**config.mk**
```make
export PLATFORM = sky130hd
export DESIGN_NAME = ip_tile_host_bridge
export DESIGN_NICKNAME = d
export VERILOG_FILES = /design/src/rtl/ip_tile_host_bridge_pkg.sv /design/src/rtl/ip_tile_host_fsm.sv /design/src/rtl/ip_tile_host_bridge.sv
export SDC_FILE = /design/constraint.sdc
export NUM_CORES = 1
export LEC_CHECK = 0
export ABC_AREA = 1
export CAP_MARGIN = 20
export CORE_MARGIN = 4
export CORE_UTILIZATION = 53
export CTS_BUF_LIST = sky130_fd_sc_hd__clkbuf_8
export CTS_CLUSTER_SIZE = 10
export DETAILED_ROUTE_END_ITERATION = 12
export PLACE_DENSITY = 0.87
export SLEW_MARGIN = 5
export SYNTH_ARGS = -nofsm -noshare
export SYNTH_HDL_FRONTEND = slang
export SYNTH_SLANG_ARGS = --single-unit
```
**constraint.sdc**
```tcl
create_clock -name clk -period 3.6 [get_ports clk]
set_input_delay 0.72 -clock clk [delete_from_list [all_inputs] [get_ports clk]]
set_output_delay 0.72 -clock clk [all_outputs]
set_load 0.01 [all_outputs]
```
**src/rtl/ip_tile_host_bridge_pkg.sv**
```systemverilog
// Shared register map, FSM state encoding and STATUS bit layout for the tile host bridge.
package ip_tile_host_bridge_pkg;

  localparam logic [2:0] RegDataA  = 3'd0;
  localparam logic [2:0] RegDataB  = 3'd1;
  localparam logic [2:0] RegCsrIn  = 3'd2;
  localparam logic [2:0] RegCsrOut = 3'd3;
  localparam logic [2:0] RegDataC  = 3'd4;
  localparam logic [2:0] RegStatus = 3'd5;
  localparam logic [2:0] RegCtrl   = 3'd6;
  localparam logic [2:0] RegRsvd   = 3'd7;

  localparam int unsigned StatStateLsb    = 0;
  localparam int unsigned StatCmdPending  = 2;
  localparam int unsigned StatResultValid = 3;
  localparam int unsigned StatTimeout     = 4;
  localparam int unsigned StatOverrun     = 5;
  localparam int unsigned StatBusyErr     = 6;

  typedef enum logic [1:0] {
    StIdle    = 2'd0,
    StCmdPend = 2'd1,
    StWaitRes = 2'd2
  } fsm_state_e;

endpackage

```
**src/rtl/ip_tile_host_fsm.sv**
```systemverilog
// Command handshake FSM with a per-state wait counter that aborts a stalled phase.
module ip_tile_host_fsm
  import ip_tile_host_bridge_pkg::*;
#(
  parameter int unsigned TIMEOUT_CYCLES = 255
) (
  input  logic       clk,
  input  logic       arst_n,
  input  logic       launch,
  input  logic       csr_in_re,
  input  logic       csr_out_we,
  output fsm_state_e state,
  output logic       timeout_evt
);

  // Counter value seen on the last cycle before the phase is abandoned.
  localparam logic [7:0] WaitLimit = 8'(TIMEOUT_CYCLES - 1);

  fsm_state_e state_q, state_d;
  logic [7:0] cnt_q, cnt_d;

  always_comb begin
    state_d     = state_q;
    timeout_evt = 1'b0;
    unique case (state_q)
      StIdle: begin
        if (launch) state_d = StIdle == StIdle ? StCmdPend : StIdle;
      end
      StCmdPend: begin
        if (csr_in_re && csr_out_we) begin
          state_d = StIdle;
        end else if (csr_in_re) begin
          state_d = StWaitRes;
        end else if (cnt_q == WaitLimit) begin
          timeout_evt = 1'b1;
          state_d     = StIdle;
        end
      end
      StWaitRes: begin
        if (csr_out_we) begin
          state_d = StIdle;
        end else if (cnt_q == WaitLimit) begin
          timeout_evt = 1'b1;
          state_d     = StIdle;
        end
      end
      default: state_d = StIdle;
    endcase
    cnt_d = (state_d != state_q || state_q == StIdle) ? 8'd0 : cnt_q + 8'd1;
  end

  always_ff @(posedge clk or negedge arst_n) begin
    if (!arst_n) begin
      state_q <= StIdle;
      cnt_q   <= 8'd0;
    end else begin
      state_q <= state_d;
      cnt_q   <= cnt_d;
    end
  end

  assign state = state_q;

endmodule

```
**src/rtl/ip_tile_host_bridge.sv**
```systemverilog
// Host bus register file bridging to a compute tile's command/result CSR handshake.
module ip_tile_host_bridge
  import ip_tile_host_bridge_pkg::*;
#(
  parameter int unsigned CSR_IN_WIDTH   = 16,
  parameter int unsigned CSR_OUT_WIDTH  = 16,
  parameter int unsigned REG_WIDTH      = 32,
  parameter int unsigned TIMEOUT_CYCLES = 255
) (
  input  logic                     clk,
  input  logic                     arst_n,
  input  logic                     bus_req,
  input  logic                     bus_we,
  input  logic [2:0]               bus_addr,
  input  logic [REG_WIDTH-1:0]     bus_wdata,
  output logic [REG_WIDTH-1:0]     bus_rdata,
  output logic                     bus_ack,
  output logic [CSR_IN_WIDTH-1:0]  csr_in,
  input  logic                     csr_in_re,
  output logic [REG_WIDTH-1:0]     data_reg_a,
  output logic [REG_WIDTH-1:0]     data_reg_b,
  input  logic [CSR_OUT_WIDTH-1:0] csr_out,
  input  logic                     csr_out_we,
  input  logic [REG_WIDTH-1:0]     data_reg_c
);

  logic [REG_WIDTH-1:0]     data_a_q, data_b_q, data_c_q, rdata_q, rdata_d, status_w;
  logic [CSR_IN_WIDTH-1:0]  csr_in_q;
  logic [CSR_OUT_WIDTH-1:0] csr_out_q;
  logic                     ack_q;
  logic                     result_valid_q, result_valid_d;
  logic                     timeout_q, timeout_d;
  logic                     overrun_q, overrun_d;
  logic                     busy_err_q, busy_err_d;
  logic                     wr, rd, wr_csr_in, launch, flag_clr, timeout_evt;
  fsm_state_e               state;

  assign wr        = bus_req & bus_we;
  assign rd        = bus_req & ~bus_we;
  assign wr_csr_in = wr && (bus_addr == RegCsrIn);
  assign launch    = wr_csr_in && (state == StIdle);
  assign flag_clr  = wr && (bus_addr == RegCtrl) && bus_wdata[0];

  ip_tile_host_fsm #(
    .TIMEOUT_CYCLES(TIMEOUT_CYCLES)
  ) u_fsm (
    .clk        (clk),
    .arst_n     (arst_n),
    .launch     (launch),
    .csr_in_re  (csr_in_re),
    .csr_out_we (csr_out_we),
    .state      (state),
    .timeout_evt(timeout_evt)
  );

  always_comb begin
    status_w                             = '0;
    status_w[StatStateLsb +: 2]          = state;
    status_w[StatCmdPending]             = (state == StCmdPend);
    status_w[StatResultValid]            = result_valid_q;
    status_w[StatTimeout]                = timeout_q;
    status_w[StatOverrun]                = overrun_q;
    status_w[StatBusyErr]                = busy_err_q;
  end

  // A set event wins over a coincident CTRL clear; a capture wins over a CSR_OUT read.
  always_comb begin
    result_valid_d = result_valid_q;
    if (csr_out_we) begin
      result_valid_d = 1'b1;
    end else if (rd && bus_addr == RegCsrOut) begin
      result_valid_d = 1'b0;
    end
    timeout_d  = (timeout_q & ~flag_clr) | timeout_evt;
    overrun_d  = (overrun_q & ~flag_clr) | (csr_out_we & result_valid_q);
    busy_err_d = (busy_err_q & ~flag_clr) | (wr_csr_in & (state != StIdle));
  end

  always_comb begin
    rdata_d = '0;
    if (rd) begin
      unique case (bus_addr)
        RegDataA:  rdata_d = data_a_q;
        RegDataB:  rdata_d = data_b_q;
        RegCsrIn:  rdata_d = REG_WIDTH'(csr_in_q);
        RegCsrOut: rdata_d = REG_WIDTH'(csr_out_q);
        RegDataC:  rdata_d = data_c_q;
        RegStatus: rdata_d = status_w;
        RegCtrl:   rdata_d = '0;
        RegRsvd:   rdata_d = '0;
        default:   rdata_d = '0;
      endcase
    end
  end

  always_ff @(posedge clk or negedge arst_n) begin
    if (!arst_n) begin
      data_a_q       <= '0;
      data_b_q       <= '0;
      csr_in_q       <= '0;
      csr_out_q      <= '0;
      data_c_q       <= '0;
      result_valid_q <= 1'b0;
      timeout_q      <= 1'b0;
      overrun_q      <= 1'b0;
      busy_err_q     <= 1'b0;
      ack_q          <= 1'b0;
      rdata_q        <= '0;
    end else begin
      if (wr && bus_addr == RegDataA) data_a_q <= bus_wdata;
      if (wr && bus_addr == RegDataB) data_b_q <= bus_wdata;
      if (launch) csr_in_q <= bus_wdata[CSR_IN_WIDTH-1:0];
      if (csr_out_we) begin
        csr_out_q <= csr_out;
        data_c_q  <= data_reg_c;
      end
      result_valid_q <= result_valid_d;
      timeout_q      <= timeout_d;
      overrun_q      <= overrun_d;
      busy_err_q     <= busy_err_d;
      ack_q          <= bus_req;
      rdata_q        <= rdata_d;
    end
  end

  assign bus_ack    = ack_q;
  assign bus_rdata  = rdata_q;
  assign csr_in     = csr_in_q;
  assign data_reg_a = data_a_q;
  assign data_reg_b = data_b_q;

endmodule

```
==> impl_results.md <==
* Crit path DAT at 2.60 ns
* Status: finished clean
* Yosys warnings at 0
* Slew Viols, Final at 0
* Root Buffer: clkbuf_8
* Pwr dens at 530 nW/um^2
* Layout Skew at 0.0100 ns
* Clock Power Share at 0.252
* Post-CTS resize count at 0
* Post-synthesis cell count at 787
* Fin nets at 1075
* Cts hold-fix bufs at 0
* Peak Freq at 0.449 GHz
* CP max FO at 19
* Die width at 125 um
* Mapped Area at 7250 um^2
* Hold Vio Cnt, Final at 0
* Core ar. at 13300 um^2
* Grt ovf at 0
* Initial antenna violation count at 0
* Net Switching at 1.57 mW
* TNS Setup at 0 ns
* Pleak at 4.57 nW
* Worst-Skew Late Latency at 0.46 ns
* Row count at 42
* Prevailing post-synth register cell: dfrtp_1
* DP HPWL at 13900 um
* Drt total wl at 20200 um
* Routability congestion estimate at 0.830
* Reg power frac at 0.486
* Finish-stage setup viols at 0
* Total Routing Usage GR at 0.261
* Int Power at 3.62 mW
* EDFF count, synth at 0
* Htree depth at 4
* RSZ-0062 raised after global routing: false
* Worst slew pin tran at 0.961 ns
* I/O pin count at 202
* # diodes at 0
* Comb pwr share at 0.262
* Slew Limit Headroom at 0.360
* Post-route DRC at 0
* Synthesis-to-finish area growth at 35.0%
* PortBufs at 201
* First-pass GRT wire length at 32300 um
* Max-cap violations at 0
* Async set-reset flop share out of synthesis at 1.00
* Sink Count at 175
* Tcrit/Tclk final at 0.619
* Synth unique cells at 28
* Via count of the first global-routing pass at 6264
* Via density at 5.38
* Total power at 5.19 mW
* Total clock buffers created by CTS at 17
* Initial DRC Count at 392
* Post-Route Utilization at 0.736
* Fin crit period at 2.23 ns
* Yosys reg bits at 175
* Post-CTS Setup Inserts at 0
* Clock buffer depth at 2
* Sw Ratio at 0.303
* Starting Density at 0.545
* WL per Instance at 17.3 um
* Clk slew on worst S/H paths at 0.08 ns
* Layout cell share with drive strength beyond 1 at 0.0575
* Largest net degree at the start of global routing at 110
* Drt first pass iters at 6
* Hold WC Path Type: input port to async pin
* Startpoint Class: input port
* CTS tree: done
* Crit. End Element: register
* Worst VDD drop at 0.348 mV
* Die Span Y at 125 um
* Crit Path Class: input port to register
* Post-DRT Antenna Nets at 0
* Syn_nets at 882
* R2R Path Start: u_fsm.state[1]
* Critical Path RT at 3.98 ns
* Sequential share of the synthesized area at 0.604
* Die ar. at 15600 um^2
* Avg Cell Area, Syn at 9.21 um^2
* Via Count at 6282
* Crit. Startpoint: bus_addr[2]
-- sequential cells by signal, summed over array words and instances (netlist names), 2 cells and up --
signal       count
bus_rdata       32
data_c_q        32
data_reg_a      32
data_reg_b      32
csr_in          16
csr_out_q       16
u_fsm.cnt_q      8
u_fsm.state      2
-- placed cells by master (no fill, tap or decap), drive strengths merged, types with 7 or more instances in the layout --
cell type	instances
nor2	59
dfrtp	175
o221ai	7
a32o	7
clkbuf	20
inv	102
nand3	11
clkdlybuf4s50	199
o21ai	123
a221oi	16
buf	14
nand2	194
o22ai	12
a21oi	28
-- routing by layer --
metal / part of all wire / global-route usage
met5: 0 / 0
met4: 0.034 / 0.114
met3: 0.094 / 0.0806
met2: 0.47 / 0.411
met1: 0.40 / 0.335
-- power groups by stage --
| stage | logic, mW | registers (mW) | clock network, mW |
|---|---|---|---|
| after global routing | 1.50 | 2.56 | 1.41 |
| final | 1.36 | 2.52 | 1.31 |
| after global placement | 1.32 | 2.54 | 0 |
| after floorplan | 0.483 | 2.60 | 0 |
| after detailed placement | 1.36 | 2.55 | 0 |
| after CTS | 1.37 | 2.52 | 1.33 |
-- logic make-up (layout without fill, tap and decap cells) --
logic type | Yosys count | after routing | synth area share
AOI/OAI and AO/OA | 198 | 198 | 0.157
xor gates and xnor gates | 5 | 5 | 0.00604
adders and majority gates | 6 | 6 | 0.0104
buffers and inverters | 138 | 342 | 0.0766
DFF | 175 | 175 | 0.604
and+or+nand+nor | 265 | 265 | 0.146
-- synth_stat cells, types with 3 or more instances --
master	count	share of area
o21ai_0	122	0.084
o221ai_1	7	0.0085
nand2_1	191	0.099
a21oi_1	28	0.019
xor2_1	3	0.0036
nand2_2	3	0.0026
nor2_1	57	0.030
a211oi_1	4	0.0041
ha_1	6	0.010
inv_1	91	0.047
clkbuf_1	21	0.011
o22ai_1	12	0.010
inv_2	7	0.0036
a32o_1	7	0.0097
dfrtp_1	175	0.60
a221oi_1	16	0.019
nand3_1	7	0.0048
buf_2	15	0.010
-- per-stage QoR --
stage	worst slack (ns)	area (um^2)	hold WS [ns]	cells
after floorplan	1.97	7250	0.424	787
after global placement	1.01	9410	0.458	1137
after detailed placement	0.954	9410	0.462	1137
after CTS	1.37	9790	0.403	1167
after global routing	1.32	9790	0.434	1167
final	1.37	9790	0.374	1167
-- cell type report --
class / count / area, um^2
Clock inverter: 10 / 98.8
Clock buffer: 20 / 275
Tap cell: 176 / 220
Sequential cell: 175 / 4380
Timing Repair Buffer: 213 / 2120
Multi-Input combinational cell: 474 / 2320
Inverter: 99 / 372
Fill cell: 962 / 3510
-- final timing paths --
path                             endpoint  slack [ns]  cells after the start
min                          data_c_q[17]        0.37                      1
max reg2reg                     csr_in[9]        1.68                      6
min in group clk             csr_out_q[0]        0.48                      2
max in group asynchronous  data_reg_a[10]        2.39                      2
min reg2reg                  csr_out_q[0]        0.48                      2
max                          bus_rdata[5]        1.37                      8
-- worst max-delay path: stages --
cell             delay, ns
clkdlybuf4s50_1       0.48
inv_2                 0.26
nand3_1               0.13
inv_2                 0.34
buf_4                 0.32
a32o_1                0.15
nor2_1                0.04
a21oi_1               0.16
Power figures use the tool's default switching activity.
